### src/rtl/seq_run_controller.sv
// seq_run_controller: run-level scheduler for the four-channel pulse sequencer.
// It drives the sequencer's shared reset (seq_reset) and operate (seq_operate)
// controls. A programmed number of runs executes. Each run is one ARM phase,
// then RESET_CYCLES of seq_reset, then run_length cycles of seq_operate.
// An optional GAP of idle cycles separates consecutive runs.
//
// Build option: define SEQ_RUN_TRIG_SYNC_EN to pass trig_in through a
// 2-flop synchroniser before rising-edge detection. This makes the
// trigger-to-PRERST latency 3 cycles instead of 1.
//
// Request semantics: start and abort are single-cycle requests with no
// back-pressure. A request is acted on in the cycle it is high or it is
// dropped. start is accepted only in IDLE with a non-zero run_length and no
// abort in the same cycle. abort is accepted in any state other than IDLE.
// The FSM state is exposed on the state output for observation.

module seq_run_controller #(
  parameter int CNT_W        = 32,
  parameter int REP_W        = 16,
  parameter int RESET_CYCLES = 2
) (
  input  logic             clk,
  input  logic             reset,
  input  logic             start,
  input  logic             abort,
  input  logic             trig_in,
  input  logic             use_trig,
  input  logic [CNT_W-1:0] run_length,
  input  logic [CNT_W-1:0] gap_length,
  input  logic [REP_W-1:0] repeat_count,
  output logic             seq_reset,
  output logic             seq_operate,
  output logic             busy,
  output logic             run_done,
  output logic             all_done,
  output logic             aborted,
  output logic [REP_W-1:0] runs_completed,
  output logic [2:0]       state
);

  typedef enum logic [2:0] {
    ST_IDLE   = 3'd0,
    ST_ARM    = 3'd1,
    ST_PRERST = 3'd2,
    ST_RUN    = 3'd3,
    ST_GAP    = 3'd4
  } state_t;

  // Down-counter reload for the reset phase: it counts RESET_CYCLES-1 .. 0.
  localparam logic [CNT_W-1:0] RST_LOAD = CNT_W'(RESET_CYCLES - 1);

  state_t           state_q;
  logic [CNT_W-1:0] cnt;
  logic [CNT_W-1:0] run_len_q;
  logic [CNT_W-1:0] gap_len_q;
  logic [REP_W-1:0] rep_q;
  logic             use_trig_q;
  logic [REP_W-1:0] runs_next;
  logic             trig_prev;
  logic             trig_edge;

  assign state = state_q;

  // The completed-run count saturates at all ones.
  assign runs_next = (&runs_completed) ? runs_completed
                                       : runs_completed + REP_W'(1);

`ifdef SEQ_RUN_TRIG_SYNC_EN
  logic trig_s1;
  logic trig_s2;

  // Two-flop synchroniser plus edge history for an asynchronous trigger.
  always_ff @(posedge clk) begin
    if (reset) begin
      trig_s1   <= 1'b0;
      trig_s2   <= 1'b0;
      trig_prev <= 1'b0;
    end else begin
      trig_s1   <= trig_in;
      trig_s2   <= trig_s1;
      trig_prev <= trig_s2;
    end
  end

  assign trig_edge = trig_s2 & ~trig_prev;
`else
  // Edge history for a trigger that is already synchronous to clk.
  always_ff @(posedge clk) begin
    if (reset) begin
      trig_prev <= 1'b0;
    end else begin
      trig_prev <= trig_in;
    end
  end

  assign trig_edge = trig_in & ~trig_prev;
`endif

  // Run scheduler FSM. The outputs are registered alongside the state.
  always_ff @(posedge clk) begin
    if (reset) begin
      state_q        <= ST_IDLE;
      cnt            <= '0;
      run_len_q      <= '0;
      gap_len_q      <= '0;
      rep_q          <= '0;
      use_trig_q     <= 1'b0;
      seq_reset      <= 1'b0;
      seq_operate    <= 1'b0;
      busy           <= 1'b0;
      run_done       <= 1'b0;
      all_done       <= 1'b0;
      aborted        <= 1'b0;
      runs_completed <= '0;
    end else begin
      run_done <= 1'b0;
      all_done <= 1'b0;
      aborted  <= 1'b0;
      if (abort && (state_q != ST_IDLE)) begin
        // An abort drops both sequencer controls at once. The run count holds.
        state_q     <= ST_IDLE;
        busy        <= 1'b0;
        seq_reset   <= 1'b0;
        seq_operate <= 1'b0;
        aborted     <= 1'b1;
      end else begin
        case (state_q)
          ST_IDLE: begin
            if (start && !abort && (run_length != '0)) begin
              run_len_q      <= run_length;
              gap_len_q      <= gap_length;
              rep_q          <= repeat_count;
              use_trig_q     <= use_trig;
              runs_completed <= '0;
              busy           <= 1'b1;
              state_q        <= ST_ARM;
            end
          end
          ST_ARM: begin
            if (!use_trig_q || trig_edge) begin
              state_q   <= ST_PRERST;
              seq_reset <= 1'b1;
              cnt       <= RST_LOAD;
            end
          end
          ST_PRERST: begin
            if (cnt == '0) begin
              state_q     <= ST_RUN;
              seq_reset   <= 1'b0;
              seq_operate <= 1'b1;
              cnt         <= run_len_q - CNT_W'(1);
            end else begin
              cnt <= cnt - CNT_W'(1);
            end
          end
          ST_RUN: begin
            if (cnt == '0) begin
              seq_operate    <= 1'b0;
              run_done       <= 1'b1;
              runs_completed <= runs_next;
              if ((rep_q != '0) && (runs_next == rep_q)) begin
                all_done <= 1'b1;
                busy     <= 1'b0;
                state_q  <= ST_IDLE;
              end else if (gap_len_q != '0) begin
                state_q <= ST_GAP;
                cnt     <= gap_len_q - CNT_W'(1);
              end else begin
                state_q <= ST_ARM;
              end
            end else begin
              cnt <= cnt - CNT_W'(1);
            end
          end
          ST_GAP: begin
            if (cnt == '0) begin
              state_q <= ST_ARM;
            end else begin
              cnt <= cnt - CNT_W'(1);
            end
          end
          default: begin
            state_q     <= ST_IDLE;
            busy        <= 1'b0;
            seq_reset   <= 1'b0;
            seq_operate <= 1'b0;
          end
        endcase
      end
    end
  end

endmodule

### config.mk
export PLATFORM = sky130hd
export DESIGN_NAME = seq_run_controller
export DESIGN_NICKNAME = d
export VERILOG_FILES = /design/src/rtl/seq_run_controller.sv
export SDC_FILE = /design/constraint.sdc
export NUM_CORES = 1
export LEC_CHECK = 0
export CAP_MARGIN = 20
export CORE_ASPECT_RATIO = 0.7
export CORE_UTILIZATION = 45
export DETAILED_ROUTE_END_ITERATION = 8
export GPL_TIMING_DRIVEN = 0
export HOLD_SLACK_MARGIN = 0.1
export PLACE_DENSITY = 0.67
export SETUP_SLACK_MARGIN = 0.2
export SLEW_MARGIN = 15
export SYNTH_ARGS = -nofsm -noshare
export SYNTH_HDL_FRONTEND = slang
export SYNTH_SLANG_ARGS = --single-unit
### constraint.sdc
create_clock -name clk -period 3.4 [get_ports clk]
set_input_delay 0.34 -clock clk [delete_from_list [all_inputs] [get_ports clk]]
set_output_delay 0.34 -clock clk [all_outputs]
set_load 0.01 [all_outputs]
==> flow_summary.ini <==
[timing]
fin_crit_sh_pct = 93.6
relSlewSlack_pct = 37.7
clock_skew_ps = 13.1
worstMarginPinSlew_ps = 934
hold_violations = 0
rsz0062_at_grt = true
drv_slew = 0
setup_tns_ps = 0
setup_violations = 0
fin_hold_ws_ps = 435
finalCriticalPeriod_ps = 3180
fmax_mhz = 314

[setup_path]
critPathMaxFanout = 10
crit_type = register to register
critPathCaptureType = register
crit_top_cell = buf_6
worst_ep_arrival_time_ps = 3510
max_stage_delay_ps = 540
worstPathCellList = buf_4 > nand3_1 > buf_6 > nor4_4 > mux2i_2 > a211oi_2 > and4_1 > and4_4 > buf_6 > or4b_4 > o211a_1
cp_slowest_cell = or4b_4
crit_path_start_kind = register
critPathRequiredTime_ps = 3730

[detailed_routing]
dr.pass1.iters = 7
wl_per_cell_um = 22.0
ant_nets = 0
drt-vias-per-instance = 6.17
wirelength_um = 35600
routed.top_layer = met4
wl_met2_um = 13000
wl_met3_um = 5010
drt_iter0_drc = 1328
drc = 0
m1WireLength_um = 17200
vias = 9987

[place]
place.gp.congestion = 1.05
port_buffers = 109
place_hpwl_um = 27400

[clock_network]
cts_buffers = 17
clkLatencyLatePin_ps = 440
htreeDepth = 4
clockBufferDepth = 2
clk_pin_slew_ps = 70
cts_root_buffer = clkbuf_16
cts_tree = done
cts_sinks = 139
postCtsHoldBufs = 0

[floorplan]
die_area_um2 = 20200
die_w_um = 170
top_level_ports = 111
start_util_pct = 46.4
core_area_um2 = 19100
die_h_um = 119
num_rows = 42

[outcome]
status = completed

[logic_synthesis]
ys_seq_area_share_pct = 31.5
yosysWarnings = 0
synth_cell_types = 89
synth_area_um2 = 8840
synth.net_count = 1282
synth-edff-count = 0
postSynthCellCount = 1190
ys.flop_type = dfxtp_1
ys_seq_elements = 139
async_reset_ff_share_pct = 0
avgSynthCellArea_um2 = 7.43

[pwr]
leakagePower_uw = 0.00416
power.density_nw_per_um2 = 936
ir_worst_vdd_uv = 635

[worst_hold_path]
hold_class = primary input to register

[global_route]
grt-ovfl-total = 0
track_usage_pct = 35.2
grt_pass1_vias = 8501
grt_max_degree = 17
grt_antenna_before_repair = 0
grt_pass1_wl_um = 52700

[layout]
layout-drive-gt1-share_pct = 12.6
areaGrowthSynthToFinish_pct = 28.1
antenna_cells = 0
final_nets = 1434
finish.utilization_pct = 59.4

[job]
drv_cap = 0
[path summary, 6_finish.rpt]
kind / cells past startpoint / endpoint / slack, ps / from
min reg2reg: 2 / gap_len_q[23] / 480 / gap_len_q[23]
max: 11 / cnt[23] / 220 / runs_completed[4]
max reg2reg: 11 / cnt[23] / 220 / runs_completed[4]
min: 3 / rep_q[13] / 430 / repeat_count[13]
[metal layers]
| layer | up-vias | GRT usage [%] |
|---|---|---|
| met5 | - | 0 |
| met4 | 0 | 5.91 |
| met3 | 36 | 13.5 |
| met2 | 582 | 43.0 |
| met1 | 4725 | 56.1 |
| li1 | 4644 | - |
[cells in the final DEF, fill, tap and decap left out, types with 6 or more instances in the layout]
master	synthesis	layout
buf_1	8	8
o21ai_0	27	25
nor4_4	3	9
inv_1	15	15
nand2_1	251	248
o31ai_1	19	19
a22oi_1	8	8
nor3_1	49	44
o21ai_1	12	13
clkbuf_2	0	6
a21oi_1	137	134
xnor2_1	34	34
xor2_1	37	37
clkbuf_16	0	17
o211ai_1	20	20
or3_1	10	10
a221oi_1	10	6
nand2b_1	9	9
clkbuf_1	46	38
a211oi_1	13	11
dfxtp_1	139	132
nand3_1	26	26
clkdlybuf4s50_1	0	109
and3_1	7	7
nor2b_1	6	6
or4_1	16	16
buf_4	5	33
buf_2	18	9
nor2_1	74	72
nor4_1	41	37
and4_1	6	6
nand4_1	21	21
[metrics by stage]
| step | power, uW | worst slack [ps] | std cells | area, um2 |
|---|---|---|---|---|
| 2_1_floorplan | 6180 | 360 | 1190 | 8840 |
| 3_3_place_gp | 8010 | -617 | 1563 | 10300 |
| 3_5_place_dp | 8000 | -578 | 1563 | 10300 |
| 4_1_cts | 9900 | 206 | 1603 | 11000 |
| 5_1_grt | 11100 | 187 | 1618 | 11300 |
| 6_report | 10600 | 217 | 1618 | 11300 |
[cell usage after synthesis (all sizes together) (19+ instances only)]
cell,n,share of area (%)
nand3,26,1.5
or4,19,1.7
o21ai,40,2.3
dfxtp,139,31
o211ai,20,1.7
nand2,252,11
nor2,77,3.5
xnor2,34,3.4
nand4,24,1.9
buf,33,2.0
o31ai,20,1.8
a21oi,140,8.1
nor3,51,3.1
clkbuf,46,2.0
nor4,50,4.5
xor2,37,3.7
[worst max-delay path: cells and delay by family (launching register included)]
| kind | cells | cell delay [ps] |
|---|---|---|
| AND/OR/NAND/NOR | 5 | 1490 |
| multiplexers | 1 | 350 |
| AO/OA/AOI/OAI | 2 | 240 |
| buffers and inverters | 3 | 580 |
| flip-flops | 1 | 390 |
[cells by family after synthesis]
kind of cell,share of synthesized area [%]
AND/OR/NAND/NOR,32.8
AO/OA/AOI/OAI,22.5
flip-flops,31.5
buffers and inverters,4.63
XOR/XNOR,7.29
adder cells (fa/ha/maj),0.849
multiplexers,0.566
[sequential cells by signal, summed over array words and instances (netlist names)]
name and cells:
cnt 32, gap_len_q 32, run_len_q 32, rep_q 16, runs_completed 16, state 3, aborted 1, all_done 1
busy 1, run_done 1, seq_operate 1, seq_reset 1, trig_prev 1, use_trig_q 1
[report_power, final]
part / total (uW) / switching (uW) / internal, uW
Combinational: 6550 / 4150 / 2400
Sequential: 2250 / 363 / 1880
Clock: 1810 / 854 / 960
[layout make-up]
type / instances / area (um2)
plain buffers: 79 / 398
clock buffers: 17 / 425
clock inverters: 14 / 134
fillers: 1804 / 7740
inverters: 15 / 56.3
multi-input cells: 957 / 5920
flip-flops and latches: 139 / 2800
well taps: 264 / 330
repair buffers: 133 / 1270
[timing repair]
item / in CTS / in global routing
resized for setup: 37 / 49
setup buffers: 9 / 14
setup endpoints to repair: 48 / 38
pin swaps: 6 / 9
No activity file was read; power rests on OpenSTA's default activity.
